**src/rtl/riscblade_wb_pkg.sv**
```systemverilog
// Shared writeback definitions: default register-file geometry and the requester id.
package riscblade_wb_pkg;

   localparam int DATA_W_DEF = 16;
   localparam int ADDR_W_DEF = 4;

   typedef enum logic {
      REQ_A = 1'b0,
      REQ_B = 1'b1
   } req_id_e;

endpackage

```
**src/rtl/rr_arb2.sv**
```systemverilog
// Two-way round-robin arbiter; the pointer remembers the last requester granted.
// Handshake: a transfer happens when valid && ready; ready is combinational from valid and the pointer.
module rr_arb2
   import riscblade_wb_pkg::*;
(
   input  logic    clk,
   input  logic    rst_n,
   input  logic    a_valid,
   input  logic    b_valid,
   output logic    a_ready,
   output logic    b_ready,
   output req_id_e o_last_grant
);

   req_id_e r_last;
   logic    w_pick_a;

   // A wins when alone, or on a conflict when B was served most recently.
   assign w_pick_a = a_valid & (~b_valid | (r_last == REQ_B));

   assign a_ready      = rst_n & w_pick_a;
   assign b_ready      = rst_n & b_valid & ~w_pick_a;
   assign o_last_grant = r_last;

   always_ff @(posedge clk) begin
      if (!rst_n) begin
         r_last <= REQ_B;
      end else if (a_ready) begin
         r_last <= REQ_A;
      end else if (b_ready) begin
         r_last <= REQ_B;
      end
   end

endmodule

```
**src/rtl/regfile_wb_arbiter.sv**
```systemverilog
// Arbitrates ALU and load writebacks onto the single register-file write port.
// Optional macro REGFILE_WB_BYPASS_EN forwards the in-flight write onto the read operands.
module regfile_wb_arbiter
   import riscblade_wb_pkg::*;
#(
   parameter int DATA_W = DATA_W_DEF,
   parameter int ADDR_W = ADDR_W_DEF,
   parameter int CNT_W  = 8
) (
   input  logic              CLK,
   input  logic              RST_N,
   input  logic              A_VALID,
   output logic              A_READY,
   input  logic [ADDR_W-1:0] A_RD,
   input  logic [DATA_W-1:0] A_DATA,
   input  logic              B_VALID,
   output logic              B_READY,
   input  logic [ADDR_W-1:0] B_RD,
   input  logic [DATA_W-1:0] B_DATA,
   output logic [ADDR_W-1:0] RF_RD,
   output logic [DATA_W-1:0] RF_REGDATA,
   output logic              RF_REGWRITE,
   input  logic [ADDR_W-1:0] RS1,
   input  logic [ADDR_W-1:0] RS2,
   input  logic [DATA_W-1:0] RF_REG_A,
   input  logic [DATA_W-1:0] RF_REG_B,
   output logic [DATA_W-1:0] REG_A,
   output logic [DATA_W-1:0] REG_B,
   output logic [CNT_W-1:0]  CONFLICT_CNT
);

   logic              w_a_xfer;
   logic              w_b_xfer;
   req_id_e           w_last_grant;
   logic              r_regwrite;
   logic [ADDR_W-1:0] r_rd;
   logic [DATA_W-1:0] r_data;
   logic [CNT_W-1:0]  r_cnt;

   rr_arb2 u_arb (
      .clk          (CLK),
      .rst_n        (RST_N),
      .a_valid      (A_VALID),
      .b_valid      (B_VALID),
      .a_ready      (A_READY),
      .b_ready      (B_READY),
      .o_last_grant (w_last_grant)
   );

   assign w_a_xfer = A_VALID & A_READY;
   assign w_b_xfer = B_VALID & B_READY;

   // RD/DATA hold their last value when no transfer happens.
   always_ff @(posedge CLK) begin
      if (!RST_N) begin
         r_regwrite <= 1'b0;
         r_rd       <= '0;
         r_data     <= '0;
      end else begin
         r_regwrite <= w_a_xfer | w_b_xfer;
         if (w_a_xfer) begin
            r_rd   <= A_RD;
            r_data <= A_DATA;
         end else if (w_b_xfer) begin
            r_rd   <= B_RD;
            r_data <= B_DATA;
         end
      end
   end

   always_ff @(posedge CLK) begin
      if (!RST_N) begin
         r_cnt <= '0;
      end else if (A_VALID && B_VALID && (r_cnt != {CNT_W{1'b1}})) begin
         r_cnt <= r_cnt + 1'b1;
      end
   end

   assign RF_REGWRITE  = r_regwrite;
   assign RF_RD        = r_rd;
   assign RF_REGDATA   = r_data;
   assign CONFLICT_CNT = r_cnt;

   // The pointer is only observed by debug probes at this level.
   logic w_unused_last;
   assign w_unused_last = w_last_grant;

`ifdef REGFILE_WB_BYPASS_EN
   assign REG_A = (r_regwrite && (r_rd == RS1)) ? r_data : RF_REG_A;
   assign REG_B = (r_regwrite && (r_rd == RS2)) ? r_data : RF_REG_B;
`else
   assign REG_A = RF_REG_A;
   assign REG_B = RF_REG_B;

   logic w_unused_rs;
   assign w_unused_rs = ^{RS1, RS2};
`endif

endmodule

```
**config.mk**
```make
export PLATFORM = sky130hd
export DESIGN_NAME = regfile_wb_arbiter
export DESIGN_NICKNAME = d
export VERILOG_FILES = /design/src/rtl/riscblade_wb_pkg.sv /design/src/rtl/rr_arb2.sv /design/src/rtl/regfile_wb_arbiter.sv
export SDC_FILE = /design/constraint.sdc
export NUM_CORES = 1
export LEC_CHECK = 0
export BUFFER_PORTS_ARGS = -buffer_cell sky130_fd_sc_hd__buf_2
export CORE_MARGIN = 3
export CORE_UTILIZATION = 39
export CTS_BUF_LIST = sky130_fd_sc_hd__clkbuf_8
export DETAILED_ROUTE_END_ITERATION = 12
export PLACE_DENSITY = 0.95
export SKIP_CTS_REPAIR_TIMING = 1
export SLEW_MARGIN = 20
export SYNTH_ARGS = -nofsm -noshare
export SYNTH_HDL_FRONTEND = slang
export SYNTH_SLANG_ARGS = --single-unit
```
**constraint.sdc**
```tcl
create_clock -name CLK -period 2.4 [get_ports CLK]
set_input_delay 0.24 -clock CLK [delete_from_list [all_inputs] [get_ports CLK]]
set_output_delay 0.24 -clock CLK [all_outputs]
set_load 0.005 [all_outputs]
```
==> impl_metrics.ini <==
[sta]
slew_violations = 0
fin_crit_ns = 1.85
max_freq_mhz = 540
tightest_slew_ns = 0.713
period_share_pct = 77.2
finalSetupViolCount = 0
tns_ns = 0
clock-skew-final_ns = 0.00660
rsz0062_at_grt = false
relSlewSlack_pct = 52.4
layout_setup_ws_ns = 0.547
hold_violations = 0

[cells_and_area]
final_util_pct = 49.9
final_layout_size_suffix_gt1_share_pct = 40.1
n_antenna_cell = 0
fin_nets = 301
fillers = 358
instances_no_fill = 263
syn_to_final_growth_pct = 19.0

[floorplan]
core-area_um2 = 3470
rows = 21
die_w_um = 67.1
start_util_pct = 41.9
ios = 147
die-area_um2 = 4500
die_h_um = 67.1

[route]
wire_per_inst_um = 12.3
totalWireLength_mm = 3.23
via_per_inst = 5.11
first_pass_iters = 4
drc = 0
num_vias = 1344
drtAntennaViolNets = 0
drt_iter0_markers = 59

[critical_path]
required_ns = 2.16
cp_max_fo = 21
r2r_slack_ns = 0.68
cp-end-kind = output port
arrival_ns = 1.61
critPathKind = flip-flop to output port
start_kind = flip-flop

[global_route]
antenna_found_initial = 0
grt_pass1_vias = 1147
busiest_layer = met2
use_met1_pct = 14.4
grt.total_usage_pct = 14.1
use_met2_pct = 25.6
grt_pass1_wl_mm = 4.84
grt_max_degree = 29
grt_overflow_total = 0
use_met3_pct = 3.88

[power_and_ir_drop]
p_leak_nw = 0.804
total_power_w = 0.00116
power_per_cell_area_nw_per_um2 = 669
ir_drop_mv = 0.313

[run_status]
status = completed

[clock_tree]
cts_tree = built
clockBufferDepth = 2
clkLatencyLatePin_ns = 0.27
root_buffer = clkbuf_8
cts_made_buffers = 5
htreeDepth = 2
numClockSinks = 30
clkSlewWorstSetupHoldPaths_ns = 0.07

[yosys]
syn_inst = 173
ys.flop_type = dfxtp_1
synth-seq-cells = 30
yosys-top-cells-area = dfxtp_1 41%, buf_4 17%, a22oi_1 10%, a21oi_1 9.3%, nand2_1 6.2%
yosys_warnings = 0
synth.largest_area_cell = dfxtp_1
synth-edff-count = 0
synth.avg_cell_area_um2 = 8.40
syn_area_um2 = 1450
yosysTopAreaCellShare_pct = 41.3
syn_nets = 258
ys_async_sr_fraction_pct = 0
ys_types = 25
synth.most_common_cell = buf_4
ys_top_cells_by_count = 32 x buf_4, 30 x dfxtp_1, 27 x a21oi_1
yosysSeqAreaShare_pct = 41.3

[min_path]
min_path_type = primary input to flip-flop

[placement]
place_inst = 255
hpwl_mm = 2.47
portBuffers = 74
dp_slack_ns = 0.719
place.gp.congestion = 0.679

[run]
maxCapViolCount = 0
## routing by layer
layer  vias up  wire length (µm)
met2        54              1640
met5         -                 0
met3        10               297
met4         0                44
li1        662                 -
met1       618              1250
## placed cells by master (no fill, tap or decap)
cell type	count
clkbuf_8	5
nor2_1	2
mux2i_1	1
bufinv_16	1
a21oi_1	27
nand2b_1	2
o31ai_1	2
and4_1	1
xor2_1	1
or4_1	2
nand2_1	24
o21ai_0	4
and3_1	1
or3_2	1
nand3_1	4
dfxtp_1	30
a41o_1	1
o21ai_1	1
ha_1	1
a22oi_1	20
inv_2	1
inv_1	2
nand4_1	1
buf_2	74
buf_4	3
or3_1	3
clkinv_2	2
## flip-flops by register name (all words and copies together), names as in the netlist
name	flops
u_arb.o_last_grant	1
CONFLICT_CNT	8
RF_REGWRITE	1
RF_REGDATA	16
RF_RD	4
## power breakdown
part | internal, W | leakage, nW | switching (W) | total (W)
logic | 0.0000706 | 0.500 | 0.0000703 | 0.000141
registers | 0.000525 | 0.246 | 0.0000141 | 0.000539
clock network | 0.000305 | 0.0579 | 0.000174 | 0.000479
total | 0.000900 | 0.804 | 0.000258 | 0.00116
## worst max-delay path: stages, from the launching register on
cell      delay (ns)
dfxtp_1         0.34
nand2b_1        0.13
and3_1          0.63
buf_2           0.23
## path summary, 6_finish.rpt
check                      from            endpoint  cells past startpoint
min                       RST_N  u_arb.o_last_grant                      2
max reg2reg     CONFLICT_CNT[0]     CONFLICT_CNT[5]                      4
min reg2reg      RF_REGDATA[12]      RF_REGDATA[12]                      2
max          u_arb.o_last_grant             A_READY                      3
## area by class of cell
type | instances | area, µm² | area share, %
clock buffers | 5 | 68.8 | 3.98
clock inverters | 3 | 40.0 | 2.31
inverters | 3 | 11.3 | 0.651
multi-input cells | 99 | 559 | 32.3
flip-flops and latches | 30 | 601 | 34.7
well taps | 46 | 57.6 | 3.33
repair buffers | 77 | 393 | 22.7
## kinds of logic after synthesis
family | count (synthesis) | synth area share (%)
buffers and inverters | 44 | 20.2
multiplexers | 1 | 0.688
adder cells (fa/ha/maj) | 1 | 0.860
flip-flops | 30 | 41.3
AND/OR/NAND/NOR | 41 | 13.3
XOR/XNOR | 1 | 0.603
AO/OA/AOI/OAI | 55 | 23.1
## through the flow
| stage | cell area (µm²) | hold slack (ns) |
|---|---|---|
| 2_1_floorplan | 1450 | 0.312 |
| 3_3_place_gp | 1620 | 0.438 |
| 3_5_place_dp | 1620 | 0.445 |
| 4_1_cts | 1730 | 0.181 |
| 5_1_grt | 1730 | 0.180 |
| 6_report | 1730 | 0.185 |
Note: power is estimated with default switching activity, not from simulation.
